File: src/rtl/ysyx_22040038_pkg.sv
// Shared definitions for the NPC control sequencer: RV64I major opcodes,
// sequencer state encoding and the reset value of the instruction register.
package ysyx_22040038_pkg;

  localparam logic [6:0] OP_LUI    = 7'b0110111;
  localparam logic [6:0] OP_AUIPC  = 7'b0010111;
  localparam logic [6:0] OP_JAL    = 7'b1101111;
  localparam logic [6:0] OP_JALR   = 7'b1100111;
  localparam logic [6:0] OP_BRANCH = 7'b1100011;
  localparam logic [6:0] OP_LOAD   = 7'b0000011;
  localparam logic [6:0] OP_STORE  = 7'b0100011;
  localparam logic [6:0] OP_IMM    = 7'b0010011;
  localparam logic [6:0] OP_IMM32  = 7'b0011011;
  localparam logic [6:0] OP_REG    = 7'b0110011;
  localparam logic [6:0] OP_REG32  = 7'b0111011;
  localparam logic [6:0] OP_SYSTEM = 7'b1110011;

  // addi x0, x0, 0
  localparam logic [31:0] NOP = 32'h00000013;

  typedef enum logic [2:0] {
    ST_FETCH  = 3'd0,
    ST_DECODE = 3'd1,
    ST_EXEC   = 3'd2,
    ST_MEM    = 3'd3,
    ST_WB     = 3'd4,
    ST_HALT   = 3'd5
  } ctrl_state_t;

endpackage

File: src/rtl/ysyx_22040038_ctrl_seq_if.sv
// Instruction- and data-memory handshake bundle between the sequencer
// (master) and the memory side (slave).
interface ysyx_22040038_ctrl_seq_if;

  logic        imem_req;
  logic        imem_ack;
  logic [31:0] imem_rdata;
  logic        dmem_req;
  logic        dmem_we;
  logic        dmem_ack;

  modport master (
    output imem_req, dmem_req, dmem_we,
    input  imem_ack, imem_rdata, dmem_ack
  );

  modport slave (
    input  imem_req, dmem_req, dmem_we,
    output imem_ack, imem_rdata, dmem_ack
  );

endinterface

File: src/rtl/ysyx_22040038_op_class.sv
// Combinational opcode classifier: legality, memory access kind, ebreak
// detection and whether the instruction writes a destination register.
module ysyx_22040038_op_class
  import ysyx_22040038_pkg::*;
(
  input  logic [6:0]  op,
  input  logic [11:0] imm12,
  input  logic [4:0]  rd,
  output logic        legal,
  output logic        is_mem,
  output logic        is_store,
  output logic        is_ebreak,
  output logic        writes_rd
);

  logic no_rd_write;

  // Classify the major opcode; SYSTEM with imm12 != 1 behaves as a nop.
  always_comb begin
    legal       = 1'b0;
    no_rd_write = 1'b0;
    case (op)
      OP_LUI, OP_AUIPC, OP_JAL, OP_JALR, OP_LOAD,
      OP_IMM, OP_IMM32, OP_REG, OP_REG32: legal = 1'b1;
      OP_BRANCH, OP_STORE, OP_SYSTEM: begin
        legal       = 1'b1;
        no_rd_write = 1'b1;
      end
      default: legal = 1'b0;
    endcase
    is_store  = (op == OP_STORE);
    is_mem    = (op == OP_LOAD) || (op == OP_STORE);
    is_ebreak = (op == OP_SYSTEM) && (imm12 == 12'd1);
    writes_rd = legal && !no_rd_write && (rd != 5'd0);
  end

endmodule

File: src/rtl/ysyx_22040038_ctrl_seq.sv
// Multi-cycle FETCH/DECODE/EXEC/MEM/WB sequencer for the RV64I NPC core.
// Owns the instruction register, the memory handshakes, the retire counter
// and the sticky halt/halt_good result.
module ysyx_22040038_ctrl_seq
  import ysyx_22040038_pkg::*;
#(
  parameter int MEM_TIMEOUT = 255,
  parameter int CNT_W       = 64
) (
  input  logic                      clk,
  input  logic                      rst_n,
  ysyx_22040038_ctrl_seq_if.master  bus,
  output logic [31:0]               ir,
  input  logic [6:0]                op,
  input  logic [4:0]                rd,
  input  logic [11:0]               imm12,
  input  logic [63:0]               a0,
  output logic                      rf_wen,
  output logic                      pc_we,
  output logic                      halt,
  output logic                      halt_good,
  output logic [CNT_W-1:0]          instret,
  output logic [2:0]                state_o
);

  // Last wait value at which a missing ack still does not time out; an ack
  // in the cycle the count would reach MEM_TIMEOUT wins over the timeout.
  localparam logic [7:0]       WAIT_LAST = 8'(MEM_TIMEOUT - 1);
  localparam logic [CNT_W-1:0] CNT_ONE   = CNT_W'(1);

  ctrl_state_t      state_q, state_d;
  logic [7:0]       wait_q, wait_d;
  logic [31:0]      ir_q, ir_d;
  logic             halt_good_q, halt_good_d;
  logic [CNT_W-1:0] instret_q, instret_d;

  logic cls_legal, cls_is_mem, cls_is_store, cls_is_ebreak, cls_writes_rd;
  logic wait_expired;

  ysyx_22040038_op_class u_op_class (
    .op        (op),
    .imm12     (imm12),
    .rd        (rd),
    .legal     (cls_legal),
    .is_mem    (cls_is_mem),
    .is_store  (cls_is_store),
    .is_ebreak (cls_is_ebreak),
    .writes_rd (cls_writes_rd)
  );

  assign wait_expired = (wait_q == WAIT_LAST);

  // State, wait counter, instruction register and result registers.
  always_ff @(posedge clk or negedge rst_n) begin
    if (!rst_n) begin
      state_q     <= ST_FETCH;
      wait_q      <= '0;
      ir_q        <= NOP;
      halt_good_q <= 1'b0;
      instret_q   <= '0;
    end else begin
      state_q     <= state_d;
      wait_q      <= wait_d;
      ir_q        <= ir_d;
      halt_good_q <= halt_good_d;
      instret_q   <= instret_d;
    end
  end

  // Next-state, wait-count and retire/result updates.
  always_comb begin
    state_d     = state_q;
    wait_d      = wait_q;
    ir_d        = ir_q;
    halt_good_d = halt_good_q;
    instret_d   = instret_q;
    unique case (state_q)
      ST_FETCH: begin
        if (bus.imem_ack) begin
          ir_d    = bus.imem_rdata;
          state_d = ST_DECODE;
        end else if (wait_expired) begin
          state_d     = ST_HALT;
          halt_good_d = 1'b0;
        end else begin
          wait_d = wait_q + 8'd1;
        end
      end
      ST_DECODE: begin
        if (cls_legal) begin
          state_d = ST_EXEC;
        end else begin
          state_d     = ST_HALT;
          halt_good_d = 1'b0;
        end
      end
      ST_EXEC: begin
        if (cls_is_mem) begin
          state_d = ST_MEM;
        end else if (cls_is_ebreak) begin
          state_d     = ST_HALT;
          halt_good_d = (a0 == 64'd0);
          instret_d   = instret_q + CNT_ONE;
        end else begin
          state_d = ST_WB;
        end
      end
      ST_MEM: begin
        if (bus.dmem_ack) begin
          state_d = ST_WB;
        end else if (wait_expired) begin
          state_d     = ST_HALT;
          halt_good_d = 1'b0;
        end else begin
          wait_d = wait_q + 8'd1;
        end
      end
      ST_WB: begin
        instret_d = instret_q + CNT_ONE;
        state_d   = ST_FETCH;
      end
      ST_HALT: state_d = ST_HALT;
      default: begin
        state_d     = ST_HALT;
        halt_good_d = 1'b0;
      end
    endcase
    if (state_d != state_q) begin
      wait_d = '0;
    end
  end

  // Moore strobes decoded from the current state.
  always_comb begin
    bus.imem_req = 1'b0;
    bus.dmem_req = 1'b0;
    bus.dmem_we  = 1'b0;
    rf_wen       = 1'b0;
    pc_we        = 1'b0;
    halt         = 1'b0;
    unique case (state_q)
      ST_FETCH: bus.imem_req = 1'b1;
      ST_MEM: begin
        bus.dmem_req = 1'b1;
        bus.dmem_we  = cls_is_store;
      end
      ST_WB: begin
        pc_we  = 1'b1;
        rf_wen = cls_writes_rd;
      end
      ST_HALT: halt = 1'b1;
      default: halt = 1'b0;
    endcase
  end

  assign ir        = ir_q;
  assign halt_good = halt_good_q;
  assign instret   = instret_q;
  assign state_o   = state_q;

endmodule

File: src/flat_wrapper.sv
// flat-port wrapper written by rule: the top's interface ports become plain ports
module ysyx_22040038_ctrl_seq_flat import ysyx_22040038_pkg::*;
#(
  parameter int MEM_TIMEOUT = 255,
  parameter int CNT_W       = 64
)
  (clk, rst_n, ir, op, rd, imm12, a0, rf_wen, pc_we, halt, halt_good, instret, state_o, bus_imem_req, bus_dmem_req, bus_dmem_we, bus_imem_ack, bus_imem_rdata, bus_dmem_ack);
  ysyx_22040038_ctrl_seq_if bus_i ();
  input  logic clk;
  input  logic rst_n;
  output logic [31:0] ir;
  input  logic [6:0] op;
  input  logic [4:0] rd;
  input  logic [11:0] imm12;
  input  logic [63:0] a0;
  output logic rf_wen;
  output logic pc_we;
  output logic halt;
  output logic halt_good;
  output logic [CNT_W-1:0] instret;
  output logic [2:0] state_o;
  output wire logic [$bits(bus_i.imem_req)-1:0] bus_imem_req;
  output wire logic [$bits(bus_i.dmem_req)-1:0] bus_dmem_req;
  output wire logic [$bits(bus_i.dmem_we)-1:0] bus_dmem_we;
  input wire logic [$bits(bus_i.imem_ack)-1:0] bus_imem_ack;
  input wire logic [$bits(bus_i.imem_rdata)-1:0] bus_imem_rdata;
  input wire logic [$bits(bus_i.dmem_ack)-1:0] bus_dmem_ack;
  assign bus_imem_req = bus_i.imem_req;
  assign bus_dmem_req = bus_i.dmem_req;
  assign bus_dmem_we = bus_i.dmem_we;
  assign bus_i.imem_ack = bus_imem_ack;
  assign bus_i.imem_rdata = bus_imem_rdata;
  assign bus_i.dmem_ack = bus_dmem_ack;
  ysyx_22040038_ctrl_seq #(.MEM_TIMEOUT(MEM_TIMEOUT), .CNT_W(CNT_W)) u_core (.clk(clk), .rst_n(rst_n), .bus(bus_i), .ir(ir), .op(op), .rd(rd), .imm12(imm12), .a0(a0), .rf_wen(rf_wen), .pc_we(pc_we), .halt(halt), .halt_good(halt_good), .instret(instret), .state_o(state_o));
endmodule
File: config.mk
export PLATFORM = sky130hd
export DESIGN_NAME = ysyx_22040038_ctrl_seq_flat
export DESIGN_NICKNAME = d
export VERILOG_FILES = /design/src/rtl/ysyx_22040038_pkg.sv /design/src/rtl/ysyx_22040038_ctrl_seq_if.sv /design/src/rtl/ysyx_22040038_op_class.sv /design/src/rtl/ysyx_22040038_ctrl_seq.sv /design/src/flat_wrapper.sv
export SDC_FILE = /design/constraint.sdc
export NUM_CORES = 1
export LEC_CHECK = 0
export CAP_MARGIN = 10
export CORE_AREA = 2 2 115 117
export DETAILED_ROUTE_END_ITERATION = 16
export DIE_AREA = 0 0 117 119
export PLACE_DENSITY_LB_ADDON = 0.05
export SYNTH_ARGS = -nofsm -noshare
export SYNTH_HDL_FRONTEND = slang
export SYNTH_SLANG_ARGS = --single-unit
File: constraint.sdc
create_clock -name clk -period 2.7 [get_ports clk]
set_input_delay 0.54 -clock clk [delete_from_list [all_inputs] [get_ports clk]]
set_output_delay 0.54 -clock clk [all_outputs]
set_load 0.01 [all_outputs]
==> results of run 1 <==
metal layers:
metal  up-vias  track usage (%)
met5         -                0
met4         0             8.53
met3        23             4.89
met2       198             35.2
met1      2231             26.3
li1       2232                -
flip-flops by register name, summed over array words and instances, names as in the netlist:
signal and cells:
u_core.wait_q 8, u_core.state_o 3, u_core.halt_good 1, u_core.ir 32, u_core.instret 64
power breakdown:
part,switching [mW],internal (mW)
clock,0.572,0.776
sequential,0.206,1.95
combinational,0.772,1.17
total,1.55,3.89
through the flow:
| step | TNS (ps) | utilization (%) | area [sq um] |
|---|---|---|---|
| global route | -55.1 | 64.7 | 8330 |
| floorplan | 0 | - | 5330 |
| global placement | -9150 | 62.1 | 8000 |
| detailed placement | -10020 | 62.1 | 8000 |
| CTS | 0 | 64.5 | 8300 |
| finish | 0 | 64.7 | 8330 |
logic make-up (layout without fill, tap and decap cells):
group | count (synthesis) | after routing
AOI/OAI and AO/OA | 26 | 26
xor gates and xnor gates | 70 | 70
adders and majority gates | 3 | 3
buffers and inverters | 32 | 291
DFF | 108 | 108
muxes | 35 | 35
and+or+nand+nor | 212 | 212
cells in the mapped netlist (2+ instances only):
cell	n	area share [%]
nor3_2	8	1.5
and4_1	5	0.82
clkbuf_1	6	0.42
a21o_1	2	0.28
nor4_2	3	0.70
buf_6	2	0.42
ha_1	3	0.70
nor4b_1	2	0.33
nand4_1	20	2.3
or3_1	2	0.23
a21oi_1	6	0.56
nor4_1	21	2.5
mux2_2	34	7.2
dfstp_2	3	1.5
nand2b_1	3	0.35
nand3_1	20	1.9
dfrtp_1	105	49
nand4_2	2	0.47
nor2_1	40	2.8
buf_4	3	0.42
xnor2_1	36	5.9
o21ai_0	5	0.47
inv_1	19	1.3
or2_2	2	0.23
nor3_1	22	2.1
nand2_1	34	2.4
buf_2	2	0.19
xor2_1	34	5.6
nor3b_1	3	0.42
and3_1	11	1.3
and2_1	4	0.47
area by class of cell:
cell class	instances	area share (%)
multi-input combinational	346	30.1
tap	176	2.64
clock inverter	4	0.661
sequential	108	32.5
inverter	19	0.856
timing repair buffer	256	30.2
clock buffer	12	3.08
timing repair:
action,4_1_cts,5_1_grt
gates resized for setup,2,5
pin swaps,1,1
gates cloned,0,0
endpoints found under the setup margin,2,12
worst paths after layout:
path / from / end / slack [ps] / cells past startpoint
setup / recovery: op[5] / rf_wen / 110 / 7
hold / removal: rst_n / u_core.instret[51] / 120 / 1
setup reg to reg: u_core.instret[10] / u_core.instret[58] / 350 / 7
hold reg to reg: u_core.instret[63] / u_core.instret[63] / 470 / 1
max in group asynchronous: rst_n / u_core.ir[4] / 1800 / 2
min in group clk: u_core.instret[63] / u_core.instret[63] / 470 / 1
==> out/results.md, run 1 <==
* 0 — Post-synth EDFFs
* 21.1% — GRT Resource Usage Total
* 5870 um — met1 wire length
* 0 — diode insertion count for antenna repair
* 921 — non-filler cells, final
* 0 — count of yosys warnings during synthesis
* 9 — number of buffers added by the clock tree synthesis step
* 0 — total count of max-transition violations in the final report
* 2590 ps — minimum clock period
* 0 — final routed DRC violation total
* 11.5% — share of the synthesized netlist area taken by xor and xnor gates
* 4684 — routed via count
* 23.3% — simple-gate portion of the synthesized area
* 11.0 sq um — Syn Area/Cell
* 13900 sq um — DIE AREA
* completed — outcome
* 70 ps — Clock transition at path regs
* clkdlybuf4s50_1, dfrtp_1, nor2_1, xnor2_1 — most frequent cells in the layout
* 100% — Async SR Flop Fraction
* 230 — boundary pin count
* 5.09 — Avg Vias per Cell
* 653 nW/um^2 — power density over the cells
* 867 — Final #Nets
* 117 um — horizontal die dimension
* 2 — Bufs on Longest Clock Path
* output port — Setup crit end kind
* 0 — max-cap violations
* 340 ps — clock latency reported for the late side of the worst-skew pair
* 486 — number of cells produced by synthesis
* 4718 — via count of the first global-routing pass
* buffers and inverters — crit-path leading delay family
* 2050 ps — Data arrival, critical path
* 7.44% — portion of netlist area occupied by mux cells
* 119 ps — hold slack final
* 229 — IO buf count
* met4 — Max Used Layer
* dfrtp_1 — most common flop cell mapped by yosys
* input pin — kind of start point of the critical path
* clkbuf_16 — root buffer cell
* 351 — 1st-iter DRT viols
* 0 — number of routed nets with antenna violations
* 23000 um — global-route wire length before repair
* 5.44 mW — Overall Power
* 56.3% — area delta synth->final
* 1035 — # fillers
* 2160 ps — Worst Path Required
* clkdlybuf4s50_1 — most common cell after layout, fill and taps aside
* 3.52% — complex-gate fraction of the synthesized area
* 12900 sq um — Core Region
* 7110 um — routed wire length on met2
* in2out — worst setup path class
* 0 — global route overflow
* 0 — number of setup buffers added after CTS
* 3 — worst-path maximum fanout
* 50.8% — post-synthesis sequential area ratio
* 613 — post-synth net total
* 905 — placed instance count
* 0 — number of hold buffers added after CTS
* 5330 sq um — Synth Cell Area
* 478 ps — worst slew pin tran
* 12.8 ps — Worst Skew
* 95.9% — post-route fraction of the period consumed by the critical path
* clkdlybuf4s50_1 — slowest library cell on the worst path
* 14.4% — ratio of cells with drive above 1 in the final layout
* 108 — Num Clock Sinks
* 3 — H-tree levels
* 68.0% — headroom to the max-slew limit
* 111 ps — Worst Slack Setup Final
* -315 ps — Post-Place Worst Slack
* 119 um — overall die height
* 79 — largest net degree at the start of global routing
* simple AND/OR/NAND/NOR gates — main combinational cell family by area after synthesis
* 0.301 mV — VDD IR-drop max
* 14500 um — final wirelength
* 510 ps — CP peak stage delay
* 3.52 nW — Leak
* 2500 sq um — combined area of the multi-input logic cells
* 0 — number of antenna violations at the first check in global routing
* 0 — final setup violation count
* 0 — count of final hold-check violations
* 108 — synthesized flop and latch total
* 1090 um — routed length on met3
* 5 — DRT Pass-1 Iters
* 15.8 um — average wire per standard cell
* 55 — count of unique library cells instantiated by Yosys
* clkdlybuf4s50_1 > and2_1 > a32oi_1 > a21oi_2 > o2111ai_1 > a21oi_1 > dlygate4sd2_1 — cell-by-cell trace of the critical path
* yes — TritonCTS clock tree
* 2710 sq um — register cell area after layout
* in2async — type of the worst min-delay path
* 11400 um — half-perimeter wire length of the detailed placement result
* 386 MHz — maximum operating frequency
* 0.704% — fraction of the mapped netlist area in adder cells
* 2 — WP buf/inv
* 0.906 — routability cong.
* 41.4% — initial cell density of the core
* 42 — # rows
No activity file was read; power rests on OpenSTA's default activity.
==> inputs of run 2 (changes only) <==
Settings changed: CORE_AREA 2 2 115 117 to 3 3 115 117, DIE_AREA 0 0 117 119 to 0 0 118 120, HOLD_SLACK_MARGIN set to 0.06, SYNTH_HIERARCHICAL set to 1.
==> out/results.md, run 2 <==
* completed — outcome
* 2 — worst-path maximum fanout, -1
* in2async — type of the worst min-delay path
* clkdlybuf4s50_1, dfrtp_1, xor2_1, nand2_1, buf_4 — most frequent cells in the layout
* 0 — Post-synth EDFFs, unchanged
* clkdlybuf4s50_1 — most common cell after layout, fill and taps aside
* 2 — Bufs on Longest Clock Path, unchanged
* 14200 sq um — DIE AREA, +1.7%
* 24400 um — global-route wire length before repair, +5.9%
* output port — Setup crit end kind
* 60.6% — area delta synth->final
* 0 — max-cap violations, unchanged
* 23.4% — switching part of the total power, -5.1 points
* 0 — number of antenna violations at the first check in global routing, unchanged
* 230 — boundary pin count, unchanged
* 229 — IO buf count, unchanged
* 340 ps — clock latency reported for the late side of the worst-skew pair, about the same
* 108 — synthesized flop and latch total, unchanged
* 971 — # fillers, -6.2%
* 428 nW/um^2 — power density over the cells, -35%
* 51.5% — post-synthesis sequential area ratio, +0.74 points
* 2160 ps — Worst Path Required, about the same
* dfrtp_1 — most used standard cell by instance count after synthesis
* 12500 sq um — Core Region, -3.2%
* -658 ps — Post-Place Worst Slack, -343 ps
* 42.2% — initial cell density of the core, +0.75 points
* 2710 sq um — register cell area after layout, unchanged
* 1080 um — routed length on met3, -1.3%
* 11500 um — half-perimeter wire length of the detailed placement result, +0.45%
* 3.61 mW — Overall Power, -34%
* 2550 ps — minimum clock period, -35.2 ps
* 3.72 nW — Leak, +5.7%
* 2010 ps — Data arrival, critical path, -40 ps
* 108 — Num Clock Sinks, unchanged
* 41 — # rows, -2.4%
* op[3] — start point of the critical path
* 0 — number of routed nets with antenna violations, unchanged
* 2570 sq um — combined area of the multi-input logic cells, +2.5%
* 50.0% — area share of the largest cell type after synthesis, +0.72 points
* 923 — non-filler cells, final, +0.22%
* 6 — count of yosys warnings during synthesis, +6
* 392 MHz — maximum operating frequency, +1.4%
* 773 ps — worst slew pin tran, +295 ps
* 0 — count of final hold-check violations, unchanged
* 5.20 — Avg Vias per Cell, +2.2%
* met4 — Max Used Layer
* 0 — diode insertion count for antenna repair, unchanged
* 5260 sq um — Synth Cell Area, -1.4%
* yes — TritonCTS clock tree
* 64 — max FFs per register, unchanged
* 903 — placed instance count, -0.22%
* clkbuf_16 — root buffer cell
* 16.1% — ratio of cells with drive above 1 in the final layout, +1.7 points
* 51 — count of unique library cells instantiated by Yosys, -7.3%
* 2.76 mW — internal power consumption, -29%
* 49 — largest net degree at the start of global routing, -38%
* 118 um — horizontal die dimension, +0.85%
* dfrtp_1 — Synth area leader
* 21.3% — GRT Resource Usage Total, +0.13 points
* 235 — 1st-iter DRT viols, -33%
* 0 ps — Total Negative Setup Slacks, unchanged
* 33.8% — clock group share of total power, +9.0 points
* 146 ps — Worst Slack Setup Final, +35.2 ps
* 70 ps — Clock transition at path regs, about the same
* 10.7 ps — Worst Skew, -2.11 ps
* 0 — total count of max-transition violations in the final report, unchanged
* 94.6% — post-route fraction of the period consumed by the critical path, -1.3 points
* 6020 um — met1 wire length, +2.5%
* 10.9 sq um — Syn Area/Cell, -0.82%
* u_core/instret[18] — reg-to-reg startpoint
* 0 — final setup violation count, unchanged
* 49.4% — proportion of power drawn by flip-flops and latches, +9.8 points
* 4949 — via count of the first global-routing pass, +4.9%
* 0.247 mV — VDD IR-drop max, -18%
* 0 — number of hold buffers added after CTS, unchanged
* dfrtp_1, xor2_1, mux2_2, xnor2_1, nor3_1 — dominant cells by area after synthesis
* dfrtp_1 — most common flop cell mapped by yosys
* 100% — Async SR Flop Fraction, unchanged
* 14900 um — final wirelength, +2.9%
* dfrtp_1, xor2_1, nand2_1 — commonest cells in the synthesized netlist
* in2out — worst setup path class
* 4797 — routed via count, +2.4%
* 610 — post-synth net total, -0.49%
* 120 um — overall die height, +0.84%
* 875 — Final #Nets, +0.92%
* 0 — final routed DRC violation total, unchanged
* 0.855 — routability cong., -5.6%
* 3 — H-tree levels, unchanged
* 4 — DRT Pass-1 Iters, -1
* 9 — number of buffers added by the clock tree synthesis step, unchanged
* 48.1% — headroom to the max-slew limit, -20 points
* 0 — global route overflow, unchanged
* 7540 um — routed wire length on met2, +6.0%
* 16.2 um — average wire per standard cell, +2.6%
* input pin — kind of start point of the critical path
* 16.8% — Combinational Power Share, -19 points
* 0.845 mW — net switching power, -46%
* 483 — number of cells produced by synthesis, -0.62%
[run 2: repair_timing]
action | CTS | global route
buffers inserted | 2 | 4
pin swaps | 8 | 14
resized for setup | 12 | 31
endpoints found under the setup margin | 42 | 48
[run 2: power by group through the flow]
| stage | combinational, mW | clock [mW] | sequential [mW] |
|---|---|---|---|
| final | 0.606 | 1.22 | 1.78 |
| after global routing | 0.645 | 1.32 | 1.80 |
| after CTS | 0.614 | 1.25 | 1.78 |
| after detailed placement | 0.611 | 0 | 1.81 |
| after global placement | 0.596 | 0 | 1.81 |
| after floorplan | 0.111 | 0 | 1.85 |
[run 2: final timing paths]
kind,to,slack [ps],cells after the start
min reg2reg,u_core/instret[63],470,1
max reg2reg,u_core/instret[53],440,5
min,u_core/ir[28],130,1
max in group asynchronous,u_core/ir[22],1810,2
min in group clk,u_core/instret[63],470,1
max,bus_dmem_we,150,7
[run 2: layout make-up]
| cell class | instances | area share (%) |
|---|---|---|
| well taps | 172 | 2.55 |
| clock buffers | 11 | 2.88 |
| flip-flops and latches | 108 | 32.1 |
| repair buffers | 266 | 31.2 |
| multi-input cells | 350 | 30.4 |
| clock inverters | 3 | 0.297 |
| inverters | 13 | 0.578 |
[run 2: stage by stage]
step	util [%]	hold slack, ps	cell area, sq um
finish	67.7	126	8440
global route	67.7	139	8440
CTS	66.6	132	8300
detailed placement	64.0	464	7980
global placement	64.0	462	7980
floorplan	-	244	5260
[run 2: kinds of logic after synthesis]
| kind of cell | share of synthesized area [%] |
|---|---|
| simple gates | 23.6 |
| flops | 51.5 |
| xor+xnor | 10.8 |
| mux | 7.29 |
| compound gates | 4.19 |
| buf+inv | 1.90 |
| fa+ha+maj | 0.714 |
[run 2: metal layers]
metal | vias up | global-route usage [%]
met5 | - | 0
met4 | 0 | 7.11
met3 | 20 | 6.08
met2 | 194 | 37.1
met1 | 2318 | 25.3
li1 | 2265 | -
[run 2: worst max-delay path, cell delays in order]
cell	delay (ps)
clkdlybuf4s50_1	440
nor2_2	110
nand4_1	200
buf_4	200
nor3_1	120
and2_1	140
dlygate4sd2_1	270
==> inputs of run 3 (changes only) <==
Settings changed: CORE_AREA 3 3 115 117 to 3 3 135 137, DIE_AREA 0 0 118 120 to 0 0 138 140, GPL_ROUTABILITY_DRIVEN set to 0.
==> out/results.md, run 3 (synthesized netlist as in run 2, its figures left out) <==
* 4 — DRT Pass-1 Iters, unchanged
* 0.265 mV — VDD IR-drop max, +7.2%
* 0 — number of hold buffers added after CTS, unchanged
* 388 MHz — maximum operating frequency, -0.89%
* 0 — global route overflow, unchanged
* 2160 ps — Worst Path Required, about the same
* in2async — type of the worst min-delay path
* 0 ps — Total Negative Setup Slacks, unchanged
* 19300 sq um — DIE AREA, +36%
* 24800 um — global-route wire length before repair, +1.6%
* 2 — Bufs on Longest Clock Path, unchanged
* 423 nW/um^2 — power density over the cells, -0.96%
* 123 ps — Worst Slack Setup Final, -22.9 ps
* 0 — max-cap violations, unchanged
* 64 — max FFs per register, unchanged
* 3.76 nW — Leak, +1.1%
* 4.78 — Avg Vias per Cell, -8.0%
* 140 um — overall die height, +17%
* 871 — Final #Nets, -0.46%
* met4 — Max Used Layer
* 4700 — via count of the first global-routing pass, -5.0%
* 64.2% — headroom to the max-slew limit, +16 points
* 108 — Num Clock Sinks, unchanged
* 95.4% — post-route fraction of the period consumed by the critical path, +0.85 points
* input pin — kind of start point of the critical path
* 955 — placed instance count, +5.8%
* 744 um — routed length on met3, -31%
* 15.7% — GRT Resource Usage Total, -5.5 points
* 350 ps — clock latency reported for the late side of the worst-skew pair, about the same
* -538 ps — Post-Place Worst Slack, +120 ps
* false — setup repair after global routing missed its margin
* in2out — worst setup path class
* 15300 um — final wirelength, +2.2%
* 15.7 um — average wire per standard cell, -3.2%
* 229 — IO buf count, unchanged
* 3.62 mW — Overall Power, +0.28%
* 230 — boundary pin count, unchanged
* yes — TritonCTS clock tree
* clkdlybuf4s50_1, dfrtp_1, xor2_1, nand2_1, mux2_2 — most frequent cells in the layout
* 70 ps — Clock transition at path regs, about the same
* 2580 ps — minimum clock period, +22.9 ps
* 48 — # rows, +17%
* 11900 um — half-perimeter wire length of the detailed placement result, +3.4%
* 9.08 ps — Worst Skew, -1.58 ps
* 3 — worst-path maximum fanout, +1
* 0 — number of routed nets with antenna violations, unchanged
* 0 — final setup violation count, unchanged
* 17200 sq um — Core Region, +38%
* 16.0% — ratio of cells with drive above 1 in the final layout, -0.090 points
* 9 — number of buffers added by the clock tree synthesis step, unchanged
* 0 — number of antenna violations at the first check in global routing, unchanged
* clkbuf_16 — root buffer cell
* 0 — count of final hold-check violations, unchanged
* 0 — final routed DRC violation total, unchanged
* 3 — H-tree levels, unchanged
* 62.6% — area delta synth->final
* 0 — total count of max-transition violations in the final report, unchanged
* 0 — diode insertion count for antenna repair, unchanged
* 58 — largest net degree at the start of global routing, +18%
* completed — outcome
* 1599 — # fillers, +65%
* 974 — non-filler cells, final, +5.5%
* 174 — 1st-iter DRT viols, -26%
* 4659 — routed via count, -2.9%
* 6640 um — met1 wire length, +10%
* 138 um — horizontal die dimension, +17%
* 7620 um — routed wire length on met2, +1.1%
* clkdlybuf4s50_1 — most common cell after layout, fill and taps aside
* 535 ps — worst slew pin tran, -238 ps
* output port — Setup crit end kind
* 2040 ps — Data arrival, critical path, +30 ps
* 30.6% — initial cell density of the core, -12 points
-- run 3: cell types whose count changed in the layout (fill, tap and decap cells not counted), sizes merged --
cell,change
clkbuf,+3
dlymetal6s2s,-2
clkdlybuf4s50,+3
dlygate4sd2,-1
buf,-5
clkinv,+1
clkinvlp,-1
-- run 3: path summary, 6_finish.rpt --
path                                     from                 end  slack, ps  cells past startpoint
max                                     op[3]         bus_dmem_we        120                      7
min                                     rst_n       u_core/ir[28]         90                      1
max reg2reg                u_core/instret[18]  u_core/instret[55]        420                      5
min reg2reg                u_core/instret[63]  u_core/instret[63]        480                      1
max in group asynchronous               rst_n   u_core/instret[0]       1900                      2
min in group clk           u_core/instret[63]  u_core/instret[63]        480                      1
-- run 3: final cells by class --
| type | instances | area, sq um | area share [%] |
|---|---|---|---|
| Sequential cell | 108 | 2710 | 31.7 |
| Multi-Input combinational cell | 350 | 2620 | 30.7 |
| Timing Repair Buffer | 262 | 2620 | 30.6 |
| Tap cell | 225 | 282 | 3.30 |
| Clock buffer | 13 | 250 | 2.93 |
| Inverter | 13 | 48.8 | 0.571 |
| Clock inverter | 3 | 22.5 | 0.264 |
-- run 3: stage by stage --
step	hold slack [ps]	util, %	area, sq um
6_report	93.6	49.7	8540
2_1_floorplan	244	-	5260
4_1_cts	91.7	48.8	8380
5_1_grt	107	49.7	8540
3_3_place_gp	470	46.8	8040
3_5_place_dp	469	46.8	8040
-- run 3: worst max-delay path, cell delays in order --
cell and delay, ps:
clkdlybuf4s50_1 440, nor2_2 160, nand4_1 170, buf_4 190, nor3_1 120, and2_1 140
dlygate4sd2_1 280
-- run 3: power by group --
group,total (mW),switching (mW),internal (mW)
registers,1.78,0.0627,1.72
logic,0.605,0.206,0.399
clock network,1.23,0.577,0.655
total,3.62,0.845,2.77
-- run 3: timing repair --
item                                    4_1_cts  5_1_grt
gates resized for setup                      13       33
pin swaps                                     2       13
endpoints found under the setup margin       36       41
cloned                                        0        1
setup buffers                                 2        0
-- run 3: per-layer routing --
layer / vias to the layer above / GRT usage, %
li1: 2251 / -
met1: 2250 / 20.3
met2: 140 / 26.3
met3: 18 / 3.86
met4: 0 / 4.47
met5: - / 0
